==> config.mk <==
export PLATFORM = sky130hd
export DESIGN_NAME = temp_state_classifier
export DESIGN_NICKNAME = d
export VERILOG_FILES = /design/src/rtl/temp_monitor_pkg.sv /design/src/rtl/temp_candidate_cmp.sv /design/src/rtl/temp_state_classifier.sv
export SDC_FILE = /design/constraint.sdc
export NUM_CORES = 1
export LEC_CHECK = 0
export CAP_MARGIN = 20
export CORE_AREA = 4 4 65 97
export CTS_BUF_LIST = sky130_fd_sc_hd__clkbuf_4
export DETAILED_ROUTE_END_ITERATION = 16
export DIE_AREA = 0 0 69 101
export GPL_TIMING_DRIVEN = 0
export MAX_ROUTING_LAYER = met4
export PLACE_DENSITY_LB_ADDON = 0.25
export SYNTH_ARGS = -nofsm -noshare
export SYNTH_HDL_FRONTEND = slang
export SYNTH_SLANG_ARGS = --single-unit
==> constraint.sdc <==
create_clock -name clk -period 3 [get_ports clk]
set_input_delay 0.45 -clock clk [delete_from_list [all_inputs] [get_ports clk]]
set_output_delay 0.45 -clock clk [all_outputs]
set_load 0.03 [all_outputs]
==> src/rtl/temp_monitor_pkg.sv <==
// Shared temperature-state codes and default tuning for the temperature monitor.
// The buzzer controller imports the same state codes.
package temp_monitor_pkg;

  localparam logic [1:0] ST_FRIO   = 2'd0;
  localparam logic [1:0] ST_NORMAL = 2'd1;
  localparam logic [1:0] ST_QUENTE = 2'd2;

  localparam int unsigned DEF_WIDTH       = 8;
  localparam int unsigned DEF_COLD_TH     = 18;
  localparam int unsigned DEF_HOT_TH      = 30;
  localparam int unsigned DEF_HYST        = 2;
  localparam int unsigned DEF_PERSIST     = 4;
  localparam int unsigned DEF_TIMEOUT_CYC = 100_000_000;

endpackage

==> src/rtl/temp_candidate_cmp.sv <==
// Combinational hysteresis comparator: maps a sample and the committed state to the
// state that sample argues for.
module temp_candidate_cmp
  import temp_monitor_pkg::*;
#(
  parameter int unsigned WIDTH   = DEF_WIDTH,
  parameter int unsigned COLD_TH = DEF_COLD_TH,
  parameter int unsigned HOT_TH  = DEF_HOT_TH,
  parameter int unsigned HYST    = DEF_HYST
) (
  input  logic [WIDTH-1:0] temp_data,
  input  logic [1:0]       estado,
  output logic [1:0]       candidate
);

  localparam int unsigned W1 = WIDTH + 1;

  // One extra bit so COLD_TH+HYST never wraps.
  logic [W1-1:0] temp_ext;
  logic [W1-1:0] cold_lvl;
  logic [W1-1:0] cold_exit;
  logic [W1-1:0] hot_lvl;
  logic [W1-1:0] hot_exit;
  logic          is_cold;
  logic          is_hot;

  assign temp_ext  = {1'b0, temp_data};
  assign cold_lvl  = W1'(COLD_TH);
  assign cold_exit = W1'(COLD_TH + HYST);
  assign hot_lvl   = W1'(HOT_TH);
  assign hot_exit  = W1'(HOT_TH - HYST);
  assign is_cold   = temp_ext < cold_lvl;
  assign is_hot    = temp_ext > hot_lvl;

  always_comb begin
    candidate = ST_NORMAL;
    case (estado)
      ST_FRIO: begin
        if (temp_ext >= cold_exit) candidate = is_hot ? ST_QUENTE : ST_NORMAL;
        else                       candidate = ST_FRIO;
      end
      ST_QUENTE: begin
        if (temp_ext <= hot_exit) candidate = is_cold ? ST_FRIO : ST_NORMAL;
        else                      candidate = ST_QUENTE;
      end
      default: begin
        if (is_cold)     candidate = ST_FRIO;
        else if (is_hot) candidate = ST_QUENTE;
        else             candidate = ST_NORMAL;
      end
    endcase
  end

endmodule

==> src/rtl/temp_state_classifier.sv <==
// Temperature-state classifier: hysteresis comparator, persistence filter and sample
// timeout watchdog driving the 2-bit estado code for the buzzer controller.
module temp_state_classifier
  import temp_monitor_pkg::*;
#(
  parameter int unsigned WIDTH       = DEF_WIDTH,
  parameter int unsigned COLD_TH     = DEF_COLD_TH,
  parameter int unsigned HOT_TH      = DEF_HOT_TH,
  parameter int unsigned HYST        = DEF_HYST,
  parameter int unsigned PERSIST     = DEF_PERSIST,
  parameter int unsigned TIMEOUT_CYC = DEF_TIMEOUT_CYC
) (
  input  logic             clk,
  input  logic             rst_n,
  input  logic             temp_valid,
  input  logic [WIDTH-1:0] temp_data,
  output logic [1:0]       estado,
  output logic             state_changed,
  output logic             sensor_fault
);

  localparam int unsigned TW = $clog2(TIMEOUT_CYC + 1);
  localparam int unsigned PW = $clog2(PERSIST + 1);
  localparam logic [TW-1:0] TMAX = TW'(TIMEOUT_CYC);

  if (COLD_TH + HYST > HOT_TH) begin : g_bad_band
    $error("COLD_TH+HYST must not exceed HOT_TH");
  end
  if (HOT_TH < HYST) begin : g_bad_hyst
    $error("HOT_TH must be at least HYST");
  end
  if (PERSIST < 1) begin : g_bad_persist
    $error("PERSIST must be at least 1");
  end

  logic [1:0]    estado_q, estado_d;
  logic [1:0]    pending_q, pending_d;
  logic [PW-1:0] cnt_q, cnt_d;
  logic [TW-1:0] tcnt_q, tcnt_d;
  logic          changed_q, changed_d;
  logic          fault_q, fault_d;
  logic [1:0]    candidate;
  logic [PW-1:0] run_len;

  temp_candidate_cmp #(
    .WIDTH  (WIDTH),
    .COLD_TH(COLD_TH),
    .HOT_TH (HOT_TH),
    .HYST   (HYST)
  ) u_cmp (
    .temp_data(temp_data),
    .estado   (estado_q),
    .candidate(candidate)
  );

  always_comb begin
    estado_d  = estado_q;
    pending_d = pending_q;
    cnt_d     = cnt_q;
    tcnt_d    = tcnt_q;
    changed_d = 1'b0;
    fault_d   = fault_q;
    // A new disagreeing candidate starts its own run at 1.
    run_len   = (candidate == pending_q) ? cnt_q + PW'(1) : PW'(1);

    if (temp_valid) begin
      fault_d = 1'b0;
      tcnt_d  = '0;
      if (candidate == estado_q) begin
        cnt_d = '0;
      end else begin
        pending_d = candidate;
        if (run_len == PW'(PERSIST)) begin
          estado_d  = candidate;
          cnt_d     = '0;
          changed_d = 1'b1;
        end else begin
          cnt_d = run_len;
        end
      end
    end else if (tcnt_q != TMAX) begin
      tcnt_d = tcnt_q + TW'(1);
      if (tcnt_d == TMAX) begin
        fault_d   = 1'b1;
        estado_d  = ST_NORMAL;
        pending_d = ST_NORMAL;
        cnt_d     = '0;
        changed_d = (estado_q != ST_NORMAL);
      end
    end
  end

  always_ff @(posedge clk or negedge rst_n) begin
    if (!rst_n) begin
      estado_q  <= ST_NORMAL;
      pending_q <= ST_NORMAL;
      cnt_q     <= '0;
      tcnt_q    <= '0;
      changed_q <= 1'b0;
      fault_q   <= 1'b0;
    end else begin
      estado_q  <= estado_d;
      pending_q <= pending_d;
      cnt_q     <= cnt_d;
      tcnt_q    <= tcnt_d;
      changed_q <= changed_d;
      fault_q   <= fault_d;
    end
  end

  assign estado        = estado_q;
  assign state_changed = changed_q;
  assign sensor_fault  = fault_q;

endmodule
Word level (Yosys, flattened, before mapping)
Cells that the tools add are included.

Register bits after elaboration: 36. Input bits: 11. Output and inout port bits: 4. Logic and storage cells: 56.

Add/subtract/negate cells: 2. $lt $le $gt $ge: 4. Eq/ne operators: 9. Mux-type cells: 29. Reduce and logical (&&, ||, !) cells: 6.

Operator list (number): 27-bit 2-to-1 mux (2); 27-bit by 1-bit adder with 27-bit output (second input constant) (1); 27-bit equality test (second input constant) (1); 27-bit != test (second input constant) (1); 2-bit 2-to-1 mux (11); 3-bit 2-to-1 mux (6); 1-bit 2-to-1 mux (9); 8-bit by 5-bit >= comparator with 1-bit output (second input constant) (1); 8-bit by 5-bit > comparator with 1-bit output (second input constant) (1); 8-bit by 5-bit less-or-equal comparator with 1-bit output (second input constant) (1); 8-bit by 5-bit less-than comparator with 1-bit output (second input constant) (1); 2-bit equality test (2); 2-bit by 1-bit != test with 1-bit output (second input constant) (2); 2-bit one-hot mux with 2 select lines (1); 4-bit AND reduction (1); 2-bit nonzero test (2); 3-bit by 1-bit adder with 3-bit output (second input constant) (1); 3-bit equality test (second input constant) (1); 3-bit AND reduction (1); 2-bit equality test (second input constant) (1); 2-bit logical NOT (1); 2-bit != test (second input constant) (1); 2-bit AND reduction (1).

Longest topological paths before layout
Depth in word-level cells: 10. Mapped depth: 10. Mapped depth without buffers: 8.

Hierarchy
From an unflattened synthesis, not the netlist that was laid out.

Cell total of the unflattened synthesis: 229. Area total of the unflattened synthesis: 2130.8 sq um.

Modules (own cells, without submodules): temp_state_classifier (times used 1, cells each 220, area an instance 2063.2 sq um, sequential area each 903.4 sq um); temp_candidate_cmp (times used 1, cells each 9, area an instance 67.6 sq um, sequential area each 0.0 sq um).

Worst setup path before layout
OpenSTA, ideal clock, no wires.

Path type: register to register. Start point: register tcnt_q[0]. End point: register pending_q[1]. Library setup time: 0.122 ns. Arrival time: 2.593 ns. Required time: 2.878 ns. Path slack: 0.285 ns. Cell stages (with the launch flop): 9. Path buffers: 2. Period minus slack after synthesis: 2.715 ns. Path through: dfrtp_1 -> clkbuf_2 -> nand4_1 -> or4_4 -> o21a_1 -> a2111o_1 -> or4_1 -> buf_2 -> a32o_1.

Cells in the longest elaborated chain, start to end: 4. Elaborated cells between the ends (all ways): 6. Classes of those cells: add/sub (1); eq/ne (2); reduce/logical (3).

RTL lines: from (decl) (line temp_state_classifier.sv:39) `logic [TW-1:0] tcnt_q, tcnt_d;`; from (signal assigned) (line temp_state_classifier.sv:105) `tcnt_q <= tcnt_d;`; 27-bit by 1-bit adder with 27-bit output (line temp_state_classifier.sv:82) `tcnt_d = tcnt_q + TW'(1);`; 27-bit equality test (line temp_state_classifier.sv:83) `if (tcnt_d == TMAX) begin`; 2-bit nonzero test (no line); 3-bit AND reduction (no line) *; to (signal assigned) (line temp_state_classifier.sv:103) `pending_q <= pending_d;`; to (decl) (line temp_state_classifier.sv:37) `logic [1:0] pending_q, pending_d;`.

Every way passes the cells marked *; elsewhere a longest branch is shown, timed or not. A chain may end at the register's enable or synchronous reset.

Final worst setup path
Same ends and word-level chain as after synthesis.

==> flow_metrics.tcl <==
set metrics [dict create \
    synth_area_um2 2331 \
    ant_nets 0 \
    fin_crit_ns 2.918 \
    critical_path.n_buffers_inverters 2 \
    power.ir.vdd_worst_mv 0.1883 \
    cts_buffers 5 \
    slew-limit-headroom_pct 41.86 \
    p_switching_mw 0.2378 \
    cts.clk_slew.worst_paths_ns 0.11 \
    timing.reg2reg.setup_slack_ns 0.08 \
    path_cells "buf_4 -> nand4_1 -> or4_4 -> o21a_1 -> a2111o_1 -> or4_1 -> buf_2 -> a32o_1" \
    outcome "finished, final reports clean" \
    ys_ff_latch 36 \
    viasPerCell 5.779 \
    cts_max_path_buffers 2 \
    end_kind "register" \
    slew_violations 0 \
    hold_class "in2async" \
    dp_hpwl_mm 4.107 \
    tightestPinTransition_ns 0.8642 \
    synthTopCellsByCount "34 x dfrtp_1, 32 x nor2_1, 18 x nand2_1, 14 x xor2_1, 12 x nand3_1" \
    setup_slack_ns 0.08215 \
    rows 33 \
    cp_slowest_cell "or4_4" \
    tns_ns 0 \
    avgRoutedWirePerCell_um 15.84 \
    drcViolationCount 0 \
    syn2layout_area_growth_pct 13.79 \
    ys_types 57 \
    max_stage_delay_ns 0.55 \
    h-tree-depth 2 \
    multiInputGateArea_um2 1346 \
    powerDensity_nw_per_um2 331.4 \
    yosysMostFrequentCell "dfrtp_1" \
    path_class "reg2reg" \
    syn_nets 280 \
    first_global_vias 2044 \
    drtIter0Drc 62 \
    wl_mm 5.671 \
    die-area_um2 6969 \
    synth_top_cell_area_share_pct 36.50 \
    syn_inst 266 \
    post-route-period-util_pct 97.26 \
    start_util_pct 42.77 \
    yosys.area.top_type "dfrtp_1" \
    gr-total-overflow 0 \
    cp.arrival_ns 3.16 \
    drive_above_1_share_pct 11.81 \
    pwr-share-clk_pct 29.2 \
    synthTopCellsByArea "dfrtp_1 37%, xor2_1 5.3%, nor2_1 5.2%" \
    swShare_pct 27.06 \
    grt_usage_pct 17.54 \
    cap_violations 0 \
    worst_skew_pair.late_latency_ns 0.35 \
    worstPathMaxFanout 8 \
    synth_enable_flop_cells 0 \
    insertedDiodeCount 0 \
    finalSetupViolCount 0 \
    die_w_um 69 \
    fmax_mhz 342.7 \
    cts_sinks 36 \
    antenna_found_initial 0 \
    root_buffer "clkbuf_4" \
    async_reset_ff_share_pct 100.0 \
    cts-hold-fix-buffers 0 \
    p_int_mw 0.6411 \
    critPathRequiredTime_ns 3.24 \
    cts_tree "done" \
    crit_path_start_kind "register" \
    pre_cts_ws_ns -0.2709 \
    regArea_um2 903.4 \
    finClkSkew_ns 0.007672 \
    yosys_warnings 0 \
    timing.rr.end "pending_q[1]" \
    reg2reg_from "tcnt_q[0]" \
    grt_pass1_wl_mm 9.549 \
    die_h_um 101 \
    p_seq_share_pct 57.7 \
    vias 2069 \
    io_pins 15 \
    nNetsFinal 301 \
    first_pass_iters 4 \
    leakage_nw 1.076 \
    gp_congestion 0.8850 \
    portBuffers 14 \
    core_area_um2 5450 \
    synth-seq-area-share_pct 38.75 \
    fillers 546 \
    grt_max_degree 37 \
    p_comb_share_pct 13.0 \
    hold_viol_final 0 \
    critPathTopFamily "simple AND/OR/NAND/NOR gates" \
    avgSynthCellArea_um2 8.763 \
    ys.flop_type "dfrtp_1" \
    rr_worst_depth 8 \
]
## layout make-up
type                            count  share of cell area, %
Buffer                             14                  2.972
Clock buffer                        6                  1.698
Clock inverter                      2                 0.2830
Inverter                            9                  1.274
Multi-Input combinational cell    205                  50.75
Sequential cell                    36                  34.06
Tap cell                           70                  3.302
Timing Repair Buffer               16                  5.660
## what timing repair did
action,CTS,global route
endpoints found under the setup margin,5,8
resized for setup,0,11
buffers inserted,0,2
pin swaps,0,4
## worst register-to-register path: stages, from the launching register on
cell	delay, ns
dfrtp_1	0.39
buf_4	0.17
nand4_1	0.19
or4_4	0.55
o21a_1	0.21
a2111o_1	0.41
or4_1	0.51
buf_2	0.17
a32o_1	0.20
## flip-flops by register name (all words and copies together) (netlist names)
name and count:
pending_q 2, state_changed 1, tcnt_q 27, estado 2
cnt_q 3, sensor_fault 1
## how the worst max path moves through the flow
stage,slack [ns],from,to,cells after the start
finish,0.08,tcnt_q[0],pending_q[1],8
global route,-0.03,tcnt_q[10],pending_q[1],7
CTS,0.003,tcnt_q[7],pending_q[1],8
global placement,-0.26,temp_data[5],state_changed,7
detailed placement,-0.27,temp_data[5],state_changed,7
floorplan,0.29,tcnt_q[0],pending_q[1],8
## routing by layer
metal | global-route usage [%] | vias to the layer above | wire length, um | share of wire, %
li1 | - | 1007 | - | -
met1 | 17.67 | 1001 | 2345 | 41
met2 | 32.21 | 47 | 2976 | 52
met3 | 3.194 | 14 | 183 | 3.2
met4 | 8.872 | 0 | 165 | 2.9
met5 | - | - | 0 | 0
## cell usage in the layout, fill, tap and decap left out, types with 5 or more instances in the layout
cell type         n
clkbuf_4          7
and3_1            9
xnor2_1          10
nor2_1           32
xor2_1           14
a31oi_1           6
dfrtp_1          34
a21oi_1           6
nor3_1            7
nor4_1            7
nand2_1          18
buf_4             7
inv_1             9
nand4_1          11
or4_1             5
clkdlybuf4s50_1  13
nand3_1          12
nand2b_1          5
## cell families (layout without fill, tap and decap cells)
family | count (synthesis) | after routing | synth area share, %
AOI/OAI and AO/OA | 43 | 43 | 13.37
xor gates and xnor gates | 24 | 24 | 9.018
adders and majority gates | 3 | 3 | 1.610
buffers and inverters | 25 | 47 | 4.830
DFF | 36 | 36 | 38.75
muxes | 1 | 1 | 0.4294
and+or+nand+nor | 134 | 134 | 31.99
## per-stage QoR
stage,cell area (um^2),hold slack [ns],util (%),instances,power (mW)
6_report,2653,0.1719,48.67,358,0.8789
5_1_grt,2653,0.2197,48.67,358,0.9234
3_5_place_dp,2554,0.5047,46.85,350,0.6283
4_1_cts,2603,0.2051,47.75,357,0.8900
2_1_floorplan,2331,0.1544,-,266,0.5790
3_3_place_gp,2559,0.5012,46.95,350,0.6261
## power by group through the flow
| stage | clock (mW) | combinational [mW] | sequential, mW |
|---|---|---|---|
| 2_1_floorplan | 0 | 0.0619 | 0.517 |
| 6_report | 0.257 | 0.115 | 0.507 |
| 4_1_cts | 0.271 | 0.112 | 0.507 |
| 3_5_place_dp | 0 | 0.112 | 0.516 |
| 3_3_place_gp | 0 | 0.110 | 0.516 |
| 5_1_grt | 0.287 | 0.127 | 0.509 |
(Power assumes the default switching activity.)
